[config.mk]
export PLATFORM = sky130hd
export DESIGN_NAME = zx_video_scan
export DESIGN_NICKNAME = d
export VERILOG_FILES = /design/src/rtl/zx_video_pkg.sv /design/src/rtl/zx_video_counters.sv /design/src/rtl/zx_video_scan.sv
export SDC_FILE = /design/constraint.sdc
export NUM_CORES = 1
export LEC_CHECK = 0
export BUFFER_PORTS_ARGS = -buffer_cell sky130_fd_sc_hd__buf_4
export CORE_ASPECT_RATIO = 0.7
export CORE_MARGIN = 2
export CORE_UTILIZATION = 50
export CTS_CLUSTER_DIAMETER = 100
export DETAILED_ROUTE_END_ITERATION = 8
export PLACE_DENSITY = 0.72
export SYNTH_ARGS = -nofsm -noshare
export SYNTH_HDL_FRONTEND = slang
export SYNTH_SLANG_ARGS = --single-unit
[constraint.sdc]
create_clock -name clock -period 2.4 [get_ports clock]
set_clock_uncertainty 0.15 [all_clocks]
set_input_delay 0 -clock clock [delete_from_list [all_inputs] [get_ports clock]]
set_output_delay 0 -clock clock [all_outputs]
set_load 0.02 [all_outputs]
[src/rtl/zx_video_pkg.sv]
// ---------------------------------------------------------------------------
// zx_video_pkg
// Shared definitions for the ZX Spectrum 48K video scanner:
//   - default raster timing (pixel clocks per line, lines per frame,
//     sync / blank / interrupt windows);
//   - fixed geometry of the 256x192 display area and its fetch window;
//   - attribute byte field positions;
//   - bitmap_addr / attr_addr: VRAM address of a character cell's bitmap
//     byte and attribute byte.
// ---------------------------------------------------------------------------
package zx_video_pkg;

    localparam int AW_DEF       = 13;
    localparam int HCOUNT_DEF   = 448;
    localparam int VCOUNT_DEF   = 312;
    localparam int HS_START_DEF = 344;
    localparam int HS_END_DEF   = 375;
    localparam int VS_START_DEF = 248;
    localparam int VS_END_DEF   = 251;
    localparam int HB_START_DEF = 320;
    localparam int HB_END_DEF   = 415;
    localparam int VB_START_DEF = 240;
    localparam int VB_END_DEF   = 255;
    localparam int INT_LINE_DEF = 248;
    localparam int INT_LEN_DEF  = 64;

    // Raster counter width; covers HCOUNT and VCOUNT up to 512.
    localparam int CNT_W = 9;

    // Display area: hc 8..263 on lines 0..191; fetches run four clocks
    // ahead of display, so the fetch window ends at hc 255.
    localparam int ACT_H_FIRST  = 8;
    localparam int ACT_H_LAST   = 263;
    localparam int ACT_LINES    = 192;
    localparam int FETCH_H_LAST = 255;

    // Position of hc[2:0] within an 8-clock character cell.
    localparam logic [2:0] PH_BMP_RD  = 3'd4;
    localparam logic [2:0] PH_ATTR_RD = 3'd5;
    localparam logic [2:0] PH_ATTR_CP = 3'd6;
    localparam logic [2:0] PH_LOAD    = 3'd7;

    // Attribute byte fields.
    localparam int ATTR_FLASH     = 7;
    localparam int ATTR_BRIGHT    = 6;
    localparam int ATTR_PAPER_MSB = 5;
    localparam int ATTR_PAPER_LSB = 3;
    localparam int ATTR_INK_MSB   = 2;
    localparam int ATTR_INK_LSB   = 0;

    // Bitmap rows are interleaved: third of screen, pixel row, character row.
    function automatic logic [12:0] bitmap_addr(input logic [7:0] y, input logic [4:0] n);
        return {y[7:6], y[2:0], y[5:3], n};
    endfunction

    // Attributes are a linear 32x24 array starting at 0x1800.
    function automatic logic [12:0] attr_addr(input logic [7:0] y, input logic [4:0] n);
        return {3'b110, y[7:3], n};
    endfunction

endpackage

[src/rtl/zx_video_counters.sv]
// ---------------------------------------------------------------------------
// zx_video_counters
// Raster position counters for the video scanner. hc counts pixel clocks
// within a line, vc counts lines within a frame, and a 5-bit frame counter
// provides the flash phase (its MSB toggles every 16 frames).
// Ports:
//   clock_i   system clock
//   reset_i   synchronous active-high reset (clears all counters)
//   ce_i      pixel clock enable; counters advance only when high
//   hc_o      horizontal position 0..HCOUNT-1
//   vc_o      line number 0..VCOUNT-1
//   flash_o   flash phase
// ---------------------------------------------------------------------------
module zx_video_counters
    import zx_video_pkg::*;
#(
    parameter int HCOUNT = HCOUNT_DEF,
    parameter int VCOUNT = VCOUNT_DEF
) (
    input  logic             clock_i,
    input  logic             reset_i,
    input  logic             ce_i,
    output logic [CNT_W-1:0] hc_o,
    output logic [CNT_W-1:0] vc_o,
    output logic             flash_o
);

    logic [CNT_W-1:0] hc_q, hc_d;
    logic [CNT_W-1:0] vc_q, vc_d;
    logic [4:0]       fc_q, fc_d;
    logic             line_end;
    logic             frame_end;

    // Wrap strobes: this ce edge closes the current line / frame.
    assign line_end  = (hc_q == CNT_W'(HCOUNT - 1));
    assign frame_end = line_end && (vc_q == CNT_W'(VCOUNT - 1));

    always_comb begin
        hc_d = hc_q;
        vc_d = vc_q;
        fc_d = fc_q;
        if (ce_i) begin
            hc_d = line_end ? '0 : hc_q + 1'b1;
            if (line_end) begin
                vc_d = frame_end ? '0 : vc_q + 1'b1;
            end
            if (frame_end) begin
                fc_d = fc_q + 1'b1;
            end
        end
    end

    always_ff @(posedge clock_i) begin
        if (reset_i) begin
            hc_q <= '0;
            vc_q <= '0;
            fc_q <= '0;
        end else begin
            hc_q <= hc_d;
            vc_q <= vc_d;
            fc_q <= fc_d;
        end
    end

    assign hc_o    = hc_q;
    assign vc_o    = vc_q;
    assign flash_o = fc_q[4];

endmodule

[src/rtl/zx_video_scan.sv]
// ---------------------------------------------------------------------------
// zx_video_scan
// ZX Spectrum 48K video scanner: read side of the dual-port video RAM.
// Fetches bitmap and attribute bytes ahead of the beam, serialises pixels,
// resolves ink/paper/bright/flash and border colour, and produces sync,
// blank and the frame interrupt. All registered outputs share the same
// one-edge latency from the raster counters.
// Ports:
//   clock   system clock
//   reset   synchronous active-high reset
//   ce      pixel clock enable
//   border  border colour {g,r,b}
//   vce     VRAM read enable
//   va      VRAM read address
//   vd      VRAM read data (registered in the RAM on edges with vce=1)
//   rgbi    {bright,g,r,b}, zero while blanking
//   hsync / vsync / blank / irq   active-high timing outputs
// ---------------------------------------------------------------------------
module zx_video_scan
    import zx_video_pkg::*;
#(
    parameter int AW       = AW_DEF,
    parameter int HCOUNT   = HCOUNT_DEF,
    parameter int VCOUNT   = VCOUNT_DEF,
    parameter int HS_START = HS_START_DEF,
    parameter int HS_END   = HS_END_DEF,
    parameter int VS_START = VS_START_DEF,
    parameter int VS_END   = VS_END_DEF,
    parameter int HB_START = HB_START_DEF,
    parameter int HB_END   = HB_END_DEF,
    parameter int VB_START = VB_START_DEF,
    parameter int VB_END   = VB_END_DEF,
    parameter int INT_LINE = INT_LINE_DEF,
    parameter int INT_LEN  = INT_LEN_DEF
) (
    input  logic          clock,
    input  logic          reset,
    input  logic          ce,
    input  logic [2:0]    border,
    output logic          vce,
    output logic [AW-1:0] va,
    input  logic [7:0]    vd,
    output logic [3:0]    rgbi,
    output logic          hsync,
    output logic          vsync,
    output logic          blank,
    output logic          irq
);

    logic [CNT_W-1:0] hc, vc;
    logic             flash_phase;

    zx_video_counters #(
        .HCOUNT (HCOUNT),
        .VCOUNT (VCOUNT)
    ) u_counters (
        .clock_i (clock),
        .reset_i (reset),
        .ce_i    (ce),
        .hc_o    (hc),
        .vc_o    (vc),
        .flash_o (flash_phase)
    );

    logic [7:0] bmp_q,    bmp_d;     // fetched bitmap byte
    logic [7:0] attr_f_q, attr_f_d;  // fetched attribute byte
    logic [7:0] shift_q,  shift_d;   // pixel shift register, MSB first
    logic [7:0] attr_q,   attr_d;    // attribute of the cell being displayed
    logic [3:0] rgbi_q,   rgbi_d;
    logic       hsync_q,  hsync_d;
    logic       vsync_q,  vsync_d;
    logic       blank_q,  blank_d;
    logic       irq_q,    irq_d;

    logic       fetch_win, active, hb, vb, pix;
    logic [7:0] y;
    logic [4:0] col;
    logic [2:0] ph;

    assign y   = vc[7:0];
    assign col = hc[7:3];
    assign ph  = hc[2:0];

    assign fetch_win = (vc < CNT_W'(ACT_LINES)) && (hc <= CNT_W'(FETCH_H_LAST));
    assign active    = (vc < CNT_W'(ACT_LINES)) && (hc >= CNT_W'(ACT_H_FIRST))
                       && (hc <= CNT_W'(ACT_H_LAST));
    assign hb        = (hc >= CNT_W'(HB_START)) && (hc <= CNT_W'(HB_END));
    assign vb        = (vc >= CNT_W'(VB_START)) && (vc <= CNT_W'(VB_END));
    assign pix       = shift_q[7] ^ (attr_q[ATTR_FLASH] & flash_phase);

    // Read strobes are gated by reset so a reset cycle never issues a fetch.
    always_comb begin
        vce = 1'b0;
        va  = '0;
        if (!reset && fetch_win) begin
            if (ph == PH_BMP_RD) begin
                vce = ce;
                va  = AW'(bitmap_addr(y, col));
            end else if (ph == PH_ATTR_RD) begin
                vce = ce;
                va  = AW'(attr_addr(y, col));
            end
        end
    end

    always_comb begin
        bmp_d    = bmp_q;
        attr_f_d = attr_f_q;
        shift_d  = shift_q;
        attr_d   = attr_q;
        rgbi_d   = rgbi_q;
        hsync_d  = hsync_q;
        vsync_d  = vsync_q;
        blank_d  = blank_q;
        irq_d    = irq_q;
        if (ce) begin
            if (active) begin
                shift_d = shift_q << 1;
            end
            // A load on the last pixel of a cell takes priority over the shift;
            // that pixel has already been taken from the old shift_q above.
            if (fetch_win) begin
                case (ph)
                    PH_ATTR_RD: bmp_d    = vd;
                    PH_ATTR_CP: attr_f_d = vd;
                    PH_LOAD: begin
                        shift_d = bmp_q;
                        attr_d  = attr_f_q;
                    end
                    default: ;
                endcase
            end
            hsync_d = (hc >= CNT_W'(HS_START)) && (hc <= CNT_W'(HS_END));
            vsync_d = (vc >= CNT_W'(VS_START)) && (vc <= CNT_W'(VS_END));
            blank_d = hb | vb;
            irq_d   = (vc == CNT_W'(INT_LINE)) && (hc < CNT_W'(INT_LEN));
            if (hb | vb) begin
                rgbi_d = 4'b0000;
            end else if (active) begin
                rgbi_d = pix ? {attr_q[ATTR_BRIGHT], attr_q[ATTR_INK_MSB:ATTR_INK_LSB]}
                             : {attr_q[ATTR_BRIGHT], attr_q[ATTR_PAPER_MSB:ATTR_PAPER_LSB]};
            end else begin
                rgbi_d = {1'b0, border};
            end
        end
    end

    always_ff @(posedge clock) begin
        if (reset) begin
            bmp_q    <= '0;
            attr_f_q <= '0;
            shift_q  <= '0;
            attr_q   <= '0;
            rgbi_q   <= '0;
            hsync_q  <= 1'b0;
            vsync_q  <= 1'b0;
            blank_q  <= 1'b0;
            irq_q    <= 1'b0;
        end else begin
            bmp_q    <= bmp_d;
            attr_f_q <= attr_f_d;
            shift_q  <= shift_d;
            attr_q   <= attr_d;
            rgbi_q   <= rgbi_d;
            hsync_q  <= hsync_d;
            vsync_q  <= vsync_d;
            blank_q  <= blank_d;
            irq_q    <= irq_d;
        end
    end

    assign rgbi  = rgbi_q;
    assign hsync = hsync_q;
    assign vsync = vsync_q;
    assign blank = blank_q;
    assign irq   = irq_q;

endmodule

Yosys cells after proc, flatten, opt, wreduce, memory -nomap -nowiden

Cells that the tools add are included.

Register bits: 63
Bits in latches: 0
Bits in writable memories: 0
Memory bits (read-only): 0
Output and inout port bits: 22
Memories kept: 0

Add/subtract/negate cells: 3
Multipliers: 0
Divide/modulo/power cells: 0
Order comparisons: 13
Equal/unequal tests: 7
Shifts and indexed selects: 0
Multiplexer cells: 14
Bitwise gates (word level): 3
Reductions and logical operators: 16

Operator list:

| cell                                                | number |
|---|---|
| two-way mux 13 bit                                  | 3 |
| <= comparator 9 x 8 -> 1 bit, second input constant | 3 |
| <= comparator 9 bit, second input constant          | 3 |
| two-way mux 8 bit                                   | 3 |
| adder 9 x 1 -> 9 bit, second input constant         | 2 |
| == test 9 bit, second input constant                | 2 |
| >= comparator 9 x 8 -> 1 bit, second input constant | 2 |
| >= comparator 9 bit, second input constant          | 2 |
| two-way mux 9 bit                                   | 2 |
| == test 3 bit, second input constant                | 4 |
| logical AND 1 bit                                   | 10 |
| == test 9 x 8 -> 1 bit, second input constant       | 1 |
| >= comparator 9 x 4 -> 1 bit, second input constant | 1 |
| < comparator 9 x 7 -> 1 bit, second input constant  | 1 |
| < comparator 9 x 8 -> 1 bit, second input constant  | 1 |
| AND reduction 3 bit                                 | 3 |
| two-way mux 4 bit                                   | 2 |
| adder 5 x 1 -> 5 bit, second input constant         | 1 |
| AND reduction 2 bit                                 | 2 |
| two-way mux 1 bit                                   | 3 |
| two-way mux 3 bit                                   | 1 |
| AND 1 bit                                           | 1 |
| zero test 1 bit                                     | 1 |
| OR 1 bit                                            | 1 |
| bitwise XOR 1 bit                                   | 1 |

Longest topological paths before layout

Gate-level depths: netlist (run 1).

Depth in word-level cells: 6
Mapped depth: 8
Gate-level depth less buffers: 7

Modules after synthesis

From an unflattened synthesis (run 1), not the netlist that was laid out.

Cell total of the unflattened synthesis: 350
Area, all modules: 3,138.0 um^2

By module, submodules not included:

| module            | instances | cells each | area each (um^2) | seq. area each (um^2) |
|---|---|---|---|---|
| zx_video_scan     | 1         | 210        | 1,955.6          | 800.8 |
| zx_video_counters | 1         | 140        | 1,182.4          | 460.4 |

Least setup slack after synthesis (run 1)

No wires, ideal clock.

Kind: reg-to-reg
From: register u_counters.hc_q[0] (netlist: u_counters.hc_o[0])
To: register shift_q[2]
Arrival: 2.050 ns
Required time: 2.118 ns
Path slack: 0.068 ns
Stages on the path, launching flop included: 9
Buffers on the path: 1
Period minus slack after synthesis: 2.332 ns
Cell sequence: dfxtp_1 ha_1 and4_1 and2_1 ha_1 o21a_4 buf_2 a41oi_1 o41ai_2

Word-level cells in the longest chain between the ends: 6

Ends and longest elaborated chain:

| what                         | RTL line                | text |
|---|---|---|
| start: declaration           | zx_video_counters.sv:28 | `logic [CNT_W-1:0] hc_q, hc_d;` |
| start signal: assignment     | zx_video_counters.sv:55 | `hc_q <= '0;` |
| start signal: assignment     | zx_video_counters.sv:59 | `hc_q <= hc_d;` |
| >= comparator 9 x 4 -> 1 bit | zx_video_scan.sv:85     | `assign active = (vc < CNT_W'(ACT_LINES)) && (hc >= CNT_W'(ACT_H_FIRST))` |
| logical AND 1 bit            | zx_video_scan.sv:85     |  |
| logical AND 1 bit            | zx_video_scan.sv:86     | `&& (hc <= CNT_W'(ACT_H_LAST));` |
| two-way mux 8 bit            | zx_video_scan.sv:117    | `if (active) begin` |
| two-way mux 8 bit            | zx_video_scan.sv:123    | `case (ph)` |
| two-way mux 8 bit (*)        | zx_video_scan.sv:122    | `if (fetch_win) begin` |
| end signal: assignment       | zx_video_scan.sv:162    | `shift_q <= shift_d;` |
| end: declaration             | zx_video_scan.sv:67     | `logic [7:0] shift_q, shift_d;` |

Mark *: on every way between the ends. The rest lies on a longest branch, timed or not.
A chain may end at the register's enable or synchronous reset.

Worst setup path after layout (run 1)

From: register u_counters.hc_q[0] (netlist: u_counters.hc_o[0])
To: output port va[7]

Word-level cells in the longest chain between the ends: 4

Ends and longest elaborated chain:

| what                                                                 | RTL line                                 | text |
|---|---|---|
| <= comparator 9 x 8 -> 1 bit / == test 3 bit (equally long branches) | zx_video_scan.sv:84, zx_video_scan.sv:99 |  |
| logical AND 1 bit / two-way mux 13 bit (equally long branches)       | zx_video_scan.sv:84, zx_video_scan.sv:99 |  |
| logical AND 1 bit / two-way mux 13 bit (equally long branches)       | zx_video_scan.sv:95, zx_video_scan.sv:96 |  |
| two-way mux 13 bit (*)                                               | zx_video_scan.sv:95                      | `if (!reset && fetch_win) begin` |
| end: declaration                                                     | zx_video_scan.sv:41                      | `output logic [AW-1:0] va,` |

Marks and branches as above.

==> impl_metrics.toml, run 1 <==
[yosys]
synth-compound-area-share_pct = 15.9
yosysMostFrequentCell = "dfxtp_1"
synthArstFlopShare_pct = 0
yosysWarnings = 0
synth_top_family_by_area = "simple AND/OR/NAND/NOR gates"
synthMuxAreaShare_pct = 8.05
synth_commonest_cells = "dfxtp_1 (63), nor2_1 (55), nand2_1 (28)"
syn-mean-instance-area_um2 = 9.03
synth_edf_count = 0
synth_area_mm2 = 0.00332
syn_inst = 368
synth.net_count = 392
ys_types = 59
synth_top_area_share_pct = 37.9
yosysTopAreaCell = "dfxtp_1"
synthSimpleGateAreaFrac_pct = 25.2
ys.flop_type = "dfxtp_1"
synthXorXnorAreaFrac_pct = 3.69
synthAdderAreaFrac_pct = 3.76
synth_area_leaders = "dfxtp_1 (38%), nor2_1 (6.2%), mux2i_1 (6.0%), ha_1 (3.8%), nand2_1 (3.2%)"
synth_seq_cells = 63
yosysSeqAreaShare_pct = 37.9

[sta]
finalCriticalPeriod_ns = 2.35
tns_ns = 0
max_freq_mhz = 426
hold_viol = 0
final.period_utilization_pct = 97.8
setup_viol = 0
relSlewSlack_pct = 65.2
worst_slew_pin_slew_ns = 0.518
finalHoldWorstSlack_ns = 0.282
worst_slack_ns = 0.0539
finalMaxSlewViolations = 0

[worst_setup_path]
timing.rr.start = "u_counters.hc_o[0]"
cp_max_fo = 4
cpPeakStageDelay_ns = 0.31
crit_start = "u_counters.hc_o[0]"
crit_slowest_cell = "dfxtp_1"
r2r_cells = 9
path_cells = "ha_1 -> and4_1 -> and2_4 -> ha_4 -> o2111ai_4 -> nor2_4 -> buf_4 -> and2_1 -> buf_4"
path_common_cell = "buf_4"
required_ns = 2.25
critPathKind = "register to output pin"
start_kind = "register"
endpoint_kind = "output pin"
arrival_ns = 2.20
rrSetupSlack_ns = 0.06

[detailed_routing]
route.antenna.remaining_nets = 0
drc = 0
drt_iter0_drc = 301
drt-total-wl_mm = 8.37
viasPerCell = 5.50
wire_per_inst_um = 15.7
vias = 2928
drtPass1Iterations = 5

[grt]
grt_antenna_before_repair = 0
grt_max_degree = 40
track_usage_pct = 23.5
grt_overflow = 0
grt_pass1_wl_mm = 13.2
grt_pass1_vias = 2621

[floorplanning]
core_area_mm2 = 0.00634
dieArea_mm2 = 0.00733
rows = 24
fp.dieH_um = 72.2
io_pins = 36
die_w_um = 101
start_util_pct = 52.5

[placement]
dp_hpwl_mm = 5.70
place_area_mm2 = 0.00375
io_buffers = 35
pre_cts_slack_ns = 0.0504
place.gp.congestion = 0.896
post-place-cells = 494

[clock_network]
clk_latency_ns = 0.35
cts_tree = "yes"
h-tree-depth = 3
clk_pin_slew_ns = 0.07
cts_inserted_buffers = 9
cts_sinks = 63
clockBufferDepth = 2
cts-root-buf = "clkbuf_8"

[finish]
diodes = 0
drive_above_1_share_pct = 26.8
fin_area_mm2 = 0.00421
synthToLayoutAreaGrowth_pct = 26.5
final_util_pct = 66.4
seq_area_mm2 = 0.00126
num-fill-cells = 503
nets = 461
stdcell_count = 532
multi_input_area_mm2 = 0.00193

[power]
p_leak_nw = 1.69
seq_power_share_pct = 49.7
switching_share_pct = 24.3
power.density_mw_per_mm2 = 506
power.switching_mw = 0.517
total_power_mw = 2.13
p_int_mw = 1.61
p_comb_share_pct = 6.4
peakVddDrop_mv = 0.312
clkPwrFrac_pct = 43.9

[min_path]
hold_start = "vd[0]"
hold_depth = 4
hp-class = "input pin to register"

[job]
timing.max_cap.violations = 0

[run_status]
status = "completed"
==> cells in the final DEF, fill, tap and decap left out, drive strengths merged, types with 3 or more instances in the layout <==
cell type / n
o2111ai: 4
nor2: 55
xnor2: 9
dfxtp: 63
a21oi: 21
inv: 16
a22o: 3
a2111oi: 6
o211ai: 4
nor3: 12
o21a: 5
mux2: 6
and2: 15
nor4: 3
clkbuf: 10
and3: 3
nand4: 6
nand3: 16
nor4b: 8
buf: 68
xor2: 5
ha: 10
dlygate4sd3: 13
mux2i: 20
o21ai: 5
nand2: 28
==> metal layers <==
metal / GRT usage [%] / share of wire, % / vias up
li1: - / - / 1422
met1: 34.6 / 48 / 1386
met2: 33.6 / 44 / 107
met3: 6.94 / 7.2 / 13
met4: 6.01 / 1.4 / 0
met5: 0 / 0 / -
==> path summary, 6_finish.rpt <==
check | to
max | va[7]
min | bmp_q[0]
max reg2reg | shift_q[5]
min reg2reg | attr_q[3]
==> registers in the layout (all words and copies together), names as in the netlist, 4 cells and up <==
| name | cells |
|---|---|
| bmp_q | 8 |
| rgbi | 4 |
| attr_f_q | 8 |
| u_counters.fc_q | 5 |
| u_counters.hc_o | 9 |
| attr_q | 8 |
| u_counters.vc_o | 9 |
| shift_q | 8 |
==> power groups by stage <==
stage               sequential [mW]  combinational [mW]  clock (mW)
global route                   1.06               0.146       0.987
finish                         1.06               0.136       0.934
floorplan                      1.09              0.0604           0
global placement               1.08               0.111           0
CTS                            1.06               0.133       0.943
detailed placement             1.08               0.114           0
==> area by class of cell <==
type | instances | area share, %
flip-flops and latches | 63 | 30.0
clock buffers | 10 | 3.27
multi-input cells | 266 | 46.0
inverters | 16 | 1.43
clock inverters | 5 | 1.40
repair buffers | 81 | 15.2
well taps | 91 | 2.71
==> critical path, delay by kind of cell, from the launching register on <==
family | cells | cell delay (ns)
flops | 1 | 0.31
simple gates | 4 | 0.63
buf+inv | 2 | 0.31
compound gates | 1 | 0.22
fa+ha+maj | 2 | 0.37
==> repair_timing <==
item                                    in CTS  in global routing
hold buffers                                13                  0
endpoints found under the setup margin      11                 12
buffers inserted                             2                  8
pin swaps                                    1                  2
gates cloned                                 0                  0
endpoints found under the hold margin       44                  0
resized for setup                            4                  4
==> cell families after synthesis <==
kind of cell             Yosys count
AND/OR/NAND/NOR                  158
flip-flops                        63
AO/OA/AOI/OAI                     58
buffers and inverters             39
multiplexers                      26
XOR/XNOR                          14
adder cells (fa/ha/maj)           10
No activity file was read; power rests on OpenSTA's default activity.
==> inputs of run 2 (changes only) <==
PLACE_DENSITY = 0.69   (was 0.72)
==> impl_metrics.toml, run 2 (synthesis gave the netlist of run 1 again) <==
[run_status]
status = "completed"

[finish]
drive_above_1_share_pct = 25.7
final_common_cell = "dfxtp_1"
multi_input_area_mm2 = 0.00192
stdcell_count = 526
num-fill-cells = 560
fin_area_mm2 = 0.00414
layout_common_cells = "dfxtp_1 (63), buf_4 (61), nor2_1 (54), nand2_1 (28)"
synthToLayoutAreaGrowth_pct = 24.4
seq_area_mm2 = 0.00126
nets = 454
diodes = 0

[job]
timing.max_cap.violations = 0

[sta]
worst_slew_pin_slew_ns = 0.504
finalHoldWorstSlack_ns = 0.292
max_freq_mhz = 441
relSlewSlack_pct = 66.1
final.period_utilization_pct = 94.5
worst_slack_ns = 0.132
tns_ns = 0
hold_viol = 0
rsz0062_at_grt = "false"
setup_viol = 0
finalMaxSlewViolations = 0
finalCriticalPeriod_ns = 2.27

[clock_network]
cts_inserted_buffers = 9
clk_latency_ns = 0.33
clk_pin_slew_ns = 0.08
clockBufferDepth = 2
cts_sinks = 63
cts-root-buf = "clkbuf_8"
cts_tree = "yes"
h-tree-depth = 3

[min_path]
hp-class = "input pin to register"

[worst_setup_path]
cp_max_fo = 5
arrival_ns = 2.12
endpoint_kind = "output pin"
required_ns = 2.25
start_kind = "register"
critPathKind = "register to output pin"

[floorplanning]
io_pins = 36
dieArea_mm2 = 0.00733
fp.dieH_um = 72.2
core_area_mm2 = 0.00634
rows = 24
die_w_um = 101
start_util_pct = 52.5

[detailed_routing]
wire_per_inst_um = 15.0
drt-total-wl_mm = 7.87
drtPass1Iterations = 5
route.antenna.remaining_nets = 0
drt_iter0_drc = 168
vias = 2840
viasPerCell = 5.40
drc = 0

[power]
switching_share_pct = 24.6
power.density_mw_per_mm2 = 509
clkPwrFrac_pct = 43.5
peakVddDrop_mv = 0.440
power.switching_mw = 0.518
seq_power_share_pct = 50.1
p_leak_nw = 1.65
p_comb_share_pct = 6.4
p_int_mw = 1.59

[placement]
pre_cts_slack_ns = 0.0549
dp_hpwl_mm = 5.59
place.gp.congestion = 0.920
io_buffers = 35
place_area_mm2 = 0.00375
post-place-cells = 493

[grt]
grt_pass1_wl_mm = 13.3
grt_max_degree = 38
grt_overflow = 0
grt_antenna_before_repair = 0
grt_pass1_vias = 2689
track_usage_pct = 23.5
[run 2: changes by cell type in the layout (fill, tap and decap cells not counted)]
cell      delta
buf_4        -7
clkbuf_8     -1
clkinv_2     +1
inv_6        +1
nor4b_2      +1
nor4b_4      -1
o211ai_2     +1
o211ai_4     -1
[run 2: final timing paths]
check                     startpoint           to  slack [ns]  depth (start not counted)
setup reg to reg  u_counters.hc_o[3]      rgbi[2]        0.18                          6
hold / removal                 vd[2]  attr_f_q[2]        0.29                          4
setup / recovery  u_counters.hc_o[0]        va[6]        0.13                          9
hold reg to reg            attr_q[1]    attr_q[1]        0.31                          2
[run 2: what timing repair did]
| action | CTS | global route |
|---|---|---|
| hold buffers | 13 | 0 |
| setup endpoints to repair | 11 | 9 |
| hold endpoints to repair | 44 | 0 |
| gates resized for setup | 2 | 4 |
| pin swaps | 1 | 4 |
| setup buffers | 0 | 4 |
[run 2: power groups by stage]
stage          Clock (mW)  Combinational (mW)  Sequential, mW
2_1_floorplan           0              0.0604            1.09
3_3_place_gp            0               0.113            1.08
3_5_place_dp            0               0.114            1.08
4_1_cts             0.931               0.131            1.06
5_1_grt             0.985               0.146            1.06
6_report            0.917               0.134            1.06
[run 2: final cells by class]
cell class | instances | share of cell area, %
multi-input combinational | 266 | 46.3
sequential | 63 | 30.5
timing repair buffer | 74 | 14.2
clock buffer | 9 | 2.99
tap | 91 | 2.75
clock inverter | 7 | 1.75
inverter | 16 | 1.45
[run 2: stage by stage]
stage	util, %	total power, mW
after floorplan	-	1.15
after global placement	59.1	1.19
after detailed placement	59.1	1.19
after CTS	64.5	2.12
after global routing	65.3	2.19
final	65.3	2.11
[run 2: worst max-delay path, cell delays in order, from the launching register on]
cell and delay, ns:
dfxtp_1 0.32, ha_1 0.20, and4_1 0.16, and2_4 0.16
ha_4 0.18, o2111ai_4 0.24, nor2_4 0.07, buf_4 0.15
and2_1 0.15, buf_4 0.15
[run 2: metal layers]
layer  wire length [um]  track usage, %
met1               4100            35.8
met2               3320            33.3
met3                362            5.78
met4                 82            5.11
met5                  0               0
==> inputs of run 3 (changes only) <==
GPL_TIMING_DRIVEN = 0   (was unset)
==> impl_metrics.toml, run 3 (synthesis gave the netlist of run 1 again) <==
[run_status]
status = "completed"

[worst_setup_path]
required_ns = 2.50
path_depth = 9
cpPeakStageDelay_ns = 0.37
crit_slowest_cell = "dfxtp_4"
crit_end = "shift_q[6]"
r2r_cells = 9
start_kind = "register"
critical-path-top-delay-family = "compound AO/OA/AOI/OAI gates"
endpoint_kind = "register"
cp_max_fo = 10
critPathKind = "register to register"
rrSetupSlack_ns = 0.08
reg2reg_to = "shift_q[6]"
arrival_ns = 2.43
crit_start = "u_counters.hc_o[1]"
timing.rr.start = "u_counters.hc_o[1]"
critPathBufInv = 2
path_cells = "ha_4 -> and4_4 -> and2_1 -> ha_4 -> buf_4 -> o211ai_4 -> buf_4 -> nor2_1 -> a2111oi_2"

[clock_network]
cts-root-buf = "clkbuf_8"
clk_latency_ns = 0.35
clk_pin_slew_ns = 0.07
cts_tree = "yes"
cts_inserted_buffers = 9
h-tree-depth = 3
clockBufferDepth = 2
cts_sinks = 63

[power]
clkPwrFrac_pct = 47.1
switching_share_pct = 23.6
power.switching_mw = 0.535
peakVddDrop_mv = 0.330
seq_power_share_pct = 46.7
p_leak_nw = 1.66
p_comb_share_pct = 6.2
p_int_mw = 1.73
power.density_mw_per_mm2 = 540
total_power_mw = 2.26

[min_path]
hold_start = "reset"
hp-class = "input pin to register"

[finish]
nets = 456
drive_above_1_share_pct = 25.4
final_common_cell = "dfxtp_1"
final_util_pct = 66.2
layout_common_cells = "dfxtp_1 (60), nor2_1 (54), buf_4 (43), nand2_1 (28)"
diodes = 0
synthToLayoutAreaGrowth_pct = 26.1
stdcell_count = 528

[sta]
hold_viol = 0
setup_viol = 0
finalHoldWorstSlack_ns = 0.117
finalMaxSlewViolations = 0
max_freq_mhz = 430
relSlewSlack_pct = 57.8
finalCriticalPeriod_ns = 2.32
final.period_utilization_pct = 96.8
worst_slew_pin_slew_ns = 0.634
rsz0062_at_grt = "false"

[placement]
dp_hpwl_mm = 5.82
place.gp.congestion = 0.886
io_buffers = 33
post-place-cells = 492

[floorplanning]
rows = 24
dieArea_mm2 = 0.00733
die_w_um = 101
io_pins = 36
start_util_pct = 52.5
core_area_mm2 = 0.00634
fp.dieH_um = 72.2

[grt]
grt_pass1_wl_mm = 13.6
grt_antenna_before_repair = 0
track_usage_pct = 24.4
grt_overflow = 0
grt_pass1_vias = 2679
grt_max_degree = 13

[detailed_routing]
viasPerCell = 5.53
drt-total-wl_mm = 8.24
route.antenna.remaining_nets = 0
wire_per_inst_um = 15.6
drt_iter0_drc = 182
vias = 2918
drc = 0
drtPass1Iterations = 5

[job]
timing.max_cap.violations = 0
run 3: cell types whose count changed in the layout (fill, tap and decap cells not counted), moves of 2 or more:
| cell | change |
|---|---|
| buf_4 | -18 |
| buf_2 | +8 |
| clkbuf_1 | +7 |
| buf_1 | +3 |
| dfxtp_1 | -3 |
| buf_6 | +2 |
| clkinvlp_4 | -2 |
| dfxtp_4 | +2 |
run 3: power groups by stage:
| stage | Clock (mW) | Combinational [mW] | Sequential (mW) |
|---|---|---|---|
| 2_1_floorplan | 0 | 0.0604 | 1.09 |
| 3_3_place_gp | 0 | 0.108 | 1.08 |
| 3_5_place_dp | 0 | 0.109 | 1.08 |
| 4_1_cts | 1.08 | 0.127 | 1.06 |
| 5_1_grt | 1.13 | 0.151 | 1.06 |
| 6_report | 1.07 | 0.139 | 1.06 |
run 3: layout make-up:
| class | count | area (um2) |
|---|---|---|
| buffer | 23 | 123 |
| clock buffer | 10 | 138 |
| clock inverter | 6 | 91.3 |
| fill | 524 | 2140 |
| inverter | 16 | 60.1 |
| multi-input combinational | 266 | 1970 |
| sequential | 63 | 1270 |
| tap | 91 | 114 |
| timing repair buffer | 53 | 428 |
run 3: how the worst min path moves through the flow:
stage / to / slack [ns] / depth (start not counted)
finish: shift_q[2] / 0.12 / 2
global route: shift_q[2] / 0.19 / 2
CTS: shift_q[2] / 0.07 / 2
detailed placement: attr_f_q[6] / 0.10 / 3
global placement: attr_f_q[2] / 0.09 / 3
floorplan: attr_f_q[0] / -0.006 / 2
run 3: metal layers:
layer	track usage (%)	vias up	share of wire, %
met2	34.2	109	41
met5	0	-	0
met4	7.51	0	1.7
met3	5.39	16	6.2
li1	-	1414	-
met1	37.1	1379	51
run 3: per-stage QoR:
step | setup slack, ns | TNS (ns) | area (um2)
floorplan | 0.0680 | 0 | 3320
global placement | -0.344 | -4.63 | 3690
detailed placement | -0.424 | -7.71 | 3690
CTS | 0.0132 | 0 | 4100
global route | 0.00843 | 0 | 4190
finish | 0.0762 | 0 | 4190
run 3: timing repair:
action	4_1_cts	5_1_grt
setup buffers	2	6
resized for setup	12	9
pin swaps	1	3
hold buffers	12	0
endpoints found under the setup margin	55	21
hold endpoints to repair	25	0
